**config.mk**
```make
export PLATFORM = sky130hd
export DESIGN_NAME = scoreboard_register_file
export DESIGN_NICKNAME = d
export VERILOG_FILES = /design/src/rtl/scoreboard_register_file_pkg.sv /design/src/rtl/scoreboard_register_file_regfile_scoreboard.sv /design/src/rtl/scoreboard_register_file.sv
export SDC_FILE = /design/constraint.sdc
export NUM_CORES = 2
export LEC_CHECK = 0
export ABC_CLOCK_PERIOD_IN_PS = 39500
export CAP_MARGIN = 20
export CELL_PAD_IN_SITES_DETAIL_PLACEMENT = 0
export CELL_PAD_IN_SITES_GLOBAL_PLACEMENT = 1
export CORE_MARGIN = 2
export CORE_UTILIZATION = 32
export CTS_CLUSTER_DIAMETER = 100
export CTS_CLUSTER_SIZE = 20
export DETAILED_ROUTE_END_ITERATION = 16
export GPL_TIMING_DRIVEN = 0
export HOLD_SLACK_MARGIN = 0.03
export PLACE_DENSITY = 0.6
export SYNTH_ARGS = -nofsm -noshare
export SYNTH_HDL_FRONTEND = slang
export SYNTH_HIERARCHICAL = 1
export SYNTH_SLANG_ARGS = --single-unit
```
**constraint.sdc**
```tcl
create_clock -name clk -period 39.5 [get_ports clk]
set_input_delay 3.95 -clock clk [delete_from_list [all_inputs] [get_ports clk]]
set_output_delay 3.95 -clock clk [all_outputs]
set_load 0.03 [all_outputs]
```
**src/rtl/scoreboard_register_file_pkg.sv**
```systemverilog
// Shared constants and types for the scoreboarded register file.
// Optional feature macro used by the top: REGFILE_BYPASS_EN.
package scoreboard_register_file_pkg;

  localparam int DEFAULT_DATA_WIDTH = 32;
  localparam int DEFAULT_ADDR_WIDTH = 5;

  typedef logic [DEFAULT_ADDR_WIDTH-1:0] reg_addr_t;

  // x0 is hardwired: it always reads zero and is never pending.
  localparam reg_addr_t ZERO_REG = '0;

endpackage

```
**src/rtl/scoreboard_register_file_regfile_scoreboard.sv**
```systemverilog
// Pending-bit scoreboard: reserve on issue, release on writeback, registered
// popcount of outstanding reservations and per-read-port pending lookups.
module regfile_scoreboard
  import scoreboard_register_file_pkg::*;
#(
  parameter int ADDR_WIDTH = DEFAULT_ADDR_WIDTH,
  parameter int NUM_READ   = 2
) (
  input  logic                         clk,
  input  logic                         reset,
  input  logic                         release_en_i,
  input  logic [ADDR_WIDTH-1:0]        release_addr_i,
  input  logic                         reserve_en_i,
  input  logic [ADDR_WIDTH-1:0]        reserve_addr_i,
  input  logic [NUM_READ*ADDR_WIDTH-1:0] lookup_addr_i,
  output logic [NUM_READ-1:0]          lookup_pending_o,
  output logic [ADDR_WIDTH:0]          pending_count_o
);

  localparam int NUM_REGS = 2 ** ADDR_WIDTH;

  logic [NUM_REGS-1:0] pending_q;
  logic [NUM_REGS-1:0] pending_d;
  logic [ADDR_WIDTH:0] count_q;
  logic [ADDR_WIDTH:0] count_d;
  logic                release_hit;
  logic                reserve_hit;

  assign release_hit = release_en_i && (release_addr_i != ADDR_WIDTH'(ZERO_REG));
  assign reserve_hit = reserve_en_i && (reserve_addr_i != ADDR_WIDTH'(ZERO_REG));

  // Release is applied before reserve so a same-address pair leaves the bit set.
  always_comb begin
    pending_d = pending_q;
    if (release_hit) pending_d[release_addr_i] = 1'b0;
    if (reserve_hit) pending_d[reserve_addr_i] = 1'b1;
  end

  // Count is recomputed from the next-state vector, so it can never drift or wrap.
  always_comb begin
    count_d = '0;
    for (int i = 0; i < NUM_REGS; i++) begin
      count_d = count_d + (ADDR_WIDTH + 1)'(pending_d[i]);
    end
  end

  always_ff @(posedge clk or posedge reset) begin
    if (reset) begin
      pending_q <= '0;
      count_q   <= '0;
    end else begin
      pending_q <= pending_d;
      count_q   <= count_d;
    end
  end

  always_comb begin
    lookup_pending_o = '0;
    for (int p = 0; p < NUM_READ; p++) begin
      lookup_pending_o[p] = pending_q[lookup_addr_i[p*ADDR_WIDTH +: ADDR_WIDTH]];
    end
  end

  assign pending_count_o = count_q;

endmodule

```
**src/rtl/scoreboard_register_file.sv**
```systemverilog
// Multi-read-port integer register file with per-register pending bits.
// Define REGFILE_BYPASS_EN to forward same-cycle writeback data to read ports.
module scoreboard_register_file
  import scoreboard_register_file_pkg::*;
#(
  parameter int DATA_WIDTH = DEFAULT_DATA_WIDTH,
  parameter int ADDR_WIDTH = DEFAULT_ADDR_WIDTH,
  parameter int NUM_READ   = 2
) (
  input  logic                           clk,
  input  logic                           reset,
  input  logic [NUM_READ*ADDR_WIDTH-1:0] in_read_address,
  output logic [NUM_READ*DATA_WIDTH-1:0] out_read_data,
  output logic [NUM_READ-1:0]            out_read_pending,
  input  logic                           in_write_enable,
  input  logic [ADDR_WIDTH-1:0]          in_write_address,
  input  logic [DATA_WIDTH-1:0]          in_write_data,
  input  logic                           in_reserve_enable,
  input  logic [ADDR_WIDTH-1:0]          in_reserve_address,
  output logic [ADDR_WIDTH:0]            out_pending_count
);

  localparam int NUM_REGS = 2 ** ADDR_WIDTH;

  logic [DATA_WIDTH-1:0] mem_q [NUM_REGS];
  logic                  write_hit;
  logic [NUM_READ-1:0]   stored_pending;
  logic [ADDR_WIDTH-1:0] rd_addr;

  assign write_hit = in_write_enable && (in_write_address != ADDR_WIDTH'(ZERO_REG));

  regfile_scoreboard #(
    .ADDR_WIDTH (ADDR_WIDTH),
    .NUM_READ   (NUM_READ)
  ) u_scoreboard (
    .clk              (clk),
    .reset            (reset),
    .release_en_i     (in_write_enable),
    .release_addr_i   (in_write_address),
    .reserve_en_i     (in_reserve_enable),
    .reserve_addr_i   (in_reserve_address),
    .lookup_addr_i    (in_read_address),
    .lookup_pending_o (stored_pending),
    .pending_count_o  (out_pending_count)
  );

  // x0 is never written, so its entry stays at its reset value of zero.
  always_ff @(posedge clk or posedge reset) begin
    if (reset) begin
      for (int i = 0; i < NUM_REGS; i++) begin
        mem_q[i] <= '0;
      end
    end else if (write_hit) begin
      mem_q[in_write_address] <= in_write_data;
    end
  end

  always_comb begin
    out_read_data    = '0;
    out_read_pending = '0;
    rd_addr          = '0;
    for (int p = 0; p < NUM_READ; p++) begin
      rd_addr = in_read_address[p*ADDR_WIDTH +: ADDR_WIDTH];
      out_read_data[p*DATA_WIDTH +: DATA_WIDTH] = mem_q[rd_addr];
      out_read_pending[p] = stored_pending[p];
`ifdef REGFILE_BYPASS_EN
      // Gated by reset so reads stay zero while the file is being cleared.
      if (write_hit && !reset && (rd_addr == in_write_address)) begin
        out_read_data[p*DATA_WIDTH +: DATA_WIDTH] = in_write_data;
        out_read_pending[p] = 1'b0;
      end
`endif
    end
  end

endmodule

```
* Word level (Yosys, flattened, before mapping)
Cells that the tools add are included.
** Storage, ports and cells
- Register bits after elaboration :: 1062
- Input bits :: 56
- Output and inout bits :: 72
** Cells by class
- $add $sub $neg :: 31
- $lt $le $gt $ge :: 10
- Mux-type cells :: 19
- Bitwise gates (word level) :: 6
- Reductions and logical operators :: 7
** Operators by type and width (count)
- $bwmux W1024 :: 1
- $bmux W32 S5 :: 2
- $mux W32 :: 7
- $add A6 B1 Y6 :: 30
- $demux W32 S5 :: 1
- $and A32 B32 Y32 :: 1
- $not A32 Y32 :: 1
- $or A32 B32 Y32 :: 1
- $lt A5 B6 Y1 const B :: 4
- $ge A6 B6 Y1 const B :: 3
- $not A5 Y6 :: 3
- $bmux W1 S5 :: 2
- $demux W1 S5 :: 2
- $ge A5 B1 Y1 const B :: 2
- $reduce_bool A5 Y1 :: 2
- $lt A6 B1 Y1 const B :: 1
- $logic_and A1 B1 Y1 :: 5
- $mux W1 :: 4
- $add A1 B1 Y2 :: 1

* Depth between registers and ports, before layout
- Depth in word-level cells :: 40
- Depth in mapped cells :: 21

* Modules after synthesis
The synthesis kept the hierarchy.
** By module, submodules not included
- scoreboard_register_file :: instances 1, cells each 4602, area each 55939.9 sq um, sequential area each 25624.6 sq um
- regfile_scoreboard :: instances 1, cells each 302, area each 2920.3 sq um, sequential area each 950.9 sq um

* Least setup slack after synthesis
Ideal clock, no wire load.
- Kind :: input to output
- Start point :: input port in_read_address[1]
- End point :: output port out_read_data[10]
- Arrival :: 5.329 ns
- Setup slack :: 30.221 ns
- Cell stages on the path :: 8
- Buffers on the path :: 4
- Path through :: buf_2 buf_4 buf_2 buf_2 mux2i_1 nand2_1 a31oi_1 nand3_1
** On the way
- Longest elaborated chain between the ends :: 4
** Ends and longest elaborated chain
- start, declared :: RTL line scoreboard_register_file.sv:12 : input logic [NUM_READ*ADDR_WIDTH-1:0] in_read_address,
- $not A5 Y6 (not written as such) :: RTL line scoreboard_register_file.sv:64 : out_read_data[p*DATA_WIDTH +: DATA_WIDTH] = mem_q[rd_addr];
- $bmux W32 S5 :: RTL line scoreboard_register_file.sv:64
- $mux W32 (not written as such) (2 in series) :: RTL line scoreboard_register_file.sv:64
- end, declared :: RTL line scoreboard_register_file.sv:13 : output logic [NUM_READ*DATA_WIDTH-1:0] out_read_data,
No other way between the ends. The select of a mux whose other input is x is not followed.

* Worst setup path after layout
- Start point :: input port in_read_address[5]
- End point :: output port out_read_data[61]
The elaborated chain is that of the path after synthesis.

==> results.tsv <==
stage	metric	value	unit
final_layout	layout.core_utilization	35.7	%
setup_path	crit_start	in_read_address[5]	
power	power.leakage	29.9	nW
setup_path	critical-path-max-stage-delay	0.95	ns
timing	clock.fmax	80.0	MHz
timing	hold_viol	0	
placement	gp_congestion	0.946	
setup_path	path_delay_family	buffers and inverters	
grt	gr-total-overflow	0	
final_layout	layout.nets	5197	
synth	synth-edff-count	0	
synth	synth_cell_types	43	
cts	cts-resized-gates	0	
setup_path	rrSetupSlack	34.28	ns
cts	clockRootBuffer	clkbuf_16	
setup_path	worstRegToRegCells	17	
run	max_cap_viol_count	0	
power	irDropWorstVdd	105	µV
timing	finalCritPeriodShare	31.6	%
cts	cts_made_buffers	59	
setup_path	start_kind	input pin	
cts	insertion_delay	0.72	ns
die	dieHeight	433	µm
final_layout	fin_cells	7588	
die	boundaryPins	128	
grt	grt_pass1_wl	334000	µm
final_layout	final_layout_size_suffix_gt1_share	25.3	%
die	row_count	157	
routing	drc	0	
setup_path	cp.depth	9	
setup_path	crit_required	35.55	ns
setup_path	reg2reg_from	u_scoreboard/pending_q[1]	
placement	dp_cells	7512	
die	die_w	433	µm
synth	synth_top_area_cell	dfrtp_1	
timing	worst_slew_pin_slew	1.23	ns
timing	finClkSkew	0.00550	ns
routing	drt_pass1_iterations	5	
final_layout	final_area	0.0652	mm²
placement	postPlaceCellArea	0.0636	mm²
timing	setup_tns	0	ns
routing	vias	42300	
power	power_density	49.4	mW/mm²
routing	drt-initial-drc-count	3942	
timing	fin_crit	12.50	ns
routing	via_per_inst	5.57	
final_layout	final_cell_mix	dfrtp_1 (1062), mux2i_1 (1056), mux2_2 (954), clkbuf_1 (233), nand2_1 (226)	
placement	hpwl	189000	µm
synth	ys_async_sr_fraction	100	%
timing	rsz0062_at_grt	no	
setup_path	endpoint_kind	output port	
cts	cts.sinks	1062	
grt	grt_pass1_vias	41700	
setup_path	worst-setup-path-type	input pin to output port	
timing	slew_viol_final	0	
setup_path	crit_slowest_cell	buf_1	
routing	wire_per_inst	31.9	µm
final_layout	syn_to_final_growth	10.8	%
timing	setup_viol	0	
cts	cts-hold-fix-buffers	0	
setup_path	cp.arrival	8.55	ns
worst_hold_path	holdCritPathClass	flop to flop	
synth	syn_avg_cell_area	12.0	µm²
synth	netlist_area	0.0589	mm²
setup_path	path_buf_inv	5	
cts	cts_tree	done	
grt	grt_antenna_before_repair	12	
final_layout	final_common_cell	dfrtp_1	
setup_path	worstPathMaxFanout	10	
die	die_area	0.187	mm²
synth	synth_nets	4991	
routing	ant_nets	0	
synth	yosysSeqAreaShare	45.2	%
setup_path	crit_end	out_read_data[61]	
run_status	status	completed	
synth	ys_ff_latch	1062	
routing	wl	242000	µm
setup_path	reg2reg_to	u_scoreboard/pending_count_o[4]	
synth	synth_flop_cell	dfrtp_1	
cts	clkTransAtPathRegs	0.09	ns
synth	ys_warn_count	6	
synth	netlist.area_leader.share	45.2	%
synth	synthCells	4904	
placement	io_buffer_count	125	
die	initial_core_util	32.2	%
grt	grt_use_total	25.3	%
cts	clockBufferDepth	3	
grt	grt_max_degree	125	
die	core	0.183	mm²
synth	ys_top_cells_by_area	dfrtp_1 (45%), mux2_2 (18%), mux2i_1 (18%), a22oi_1 (2.6%), a22o_1 (1.9%)	
setup_path	path_cells	clkdlybuf4s50_1, nor2_1, buf_2, buf_2, buf_1, a22oi_1, nand3_1, nand3_1, clkdlybuf4s50_1	
timing	slew_headroom	18.3	%
cts	cts-htree-levels	2	
cts	cts_setup_buffers	0	
==> routing by layer <==
metal	wire (µm)	vias to the layer above	track usage (%)
met5	12	-	0
met2	108000	1512	39.3
li1	-	18300	-
met1	107000	22100	34.9
met3	14500	359	3.72
met4	12400	2	11.5
==> logic make-up after synthesis <==
logic type	Yosys count	share of synthesized area, %
AO/OA/AOI/OAI	661	7.49
multiplexers	2048	36.9
buffers and inverters	528	4.69
flip-flops	1062	45.2
XOR/XNOR	3	0.0446
adder cells (fa/ha/maj)	31	0.965
AND/OR/NAND/NOR	571	4.72
==> through the flow <==
step           hold WS, ns  setup WS [ns]  power [W]
3_5_place_dp         0.471          27.17    0.00256
5_1_grt              0.501          27.18    0.00341
2_1_floorplan        0.449           6.73    0.00221
4_1_cts              0.491          27.16    0.00324
3_3_place_gp         0.462          -7.01    0.00253
6_report             0.489          27.00    0.00322
==> synth_stat cells, types with 3 or more instances <==
library cell / n
a22o_1: 128
a22oi_1: 200
o21a_1: 7
o21ai_0: 55
or2_2: 5
buf_2: 109
ha_1: 7
dfrtp_1: 1062
mux2_1: 38
nor3_1: 65
buf_1: 21
nor3b_2: 3
nor2_4: 16
clkbuf_1: 231
a31oi_1: 64
xnor2_1: 3
nand2_1: 226
buf_4: 69
nand3_1: 208
buf_6: 47
a21oi_1: 200
inv_1: 49
nand3b_1: 8
fa_1: 24
nor2_1: 7
nor2b_1: 10
and2_1: 4
nand2b_1: 8
mux2i_1: 1056
mux2_2: 954
==> state kept, by name (all words and copies together), names as in the netlist <==
name,flops
u_scoreboard/pending_q,32
u_scoreboard/pending_count_o,6
mem_q,1024
==> report_power, final <==
part,switching (W),internal [W]
clock network,0.000400,0.000276
registers,0.000160,0.00130
logic,0.000582,0.000497
==> worst min-delay path by stage <==
stage,endpoint,slack [ns],depth (start not counted),from
after floorplan,mem_q[1000],0.45,1,mem_q[1000]
after global placement,mem_q[997],0.46,1,mem_q[997]
after detailed placement,mem_q[997],0.47,1,mem_q[997]
after CTS,mem_q[1010],0.49,1,mem_q[1010]
after global routing,mem_q[1009],0.50,1,mem_q[1009]
final,mem_q[997],0.49,1,mem_q[997]
==> area by class of cell <==
type                    count  area, µm²
diodes                      9       22.5
plain buffers             479       2580
clock buffers              61       1480
clock inverters             5       96.3
fillers                 18300     118000
inverters                  49        191
multi-input cells        3314      29500
flip-flops and latches   1062      26600
well taps                2464       3080
repair buffers            145       1690
Power figures use the tool's default switching activity.
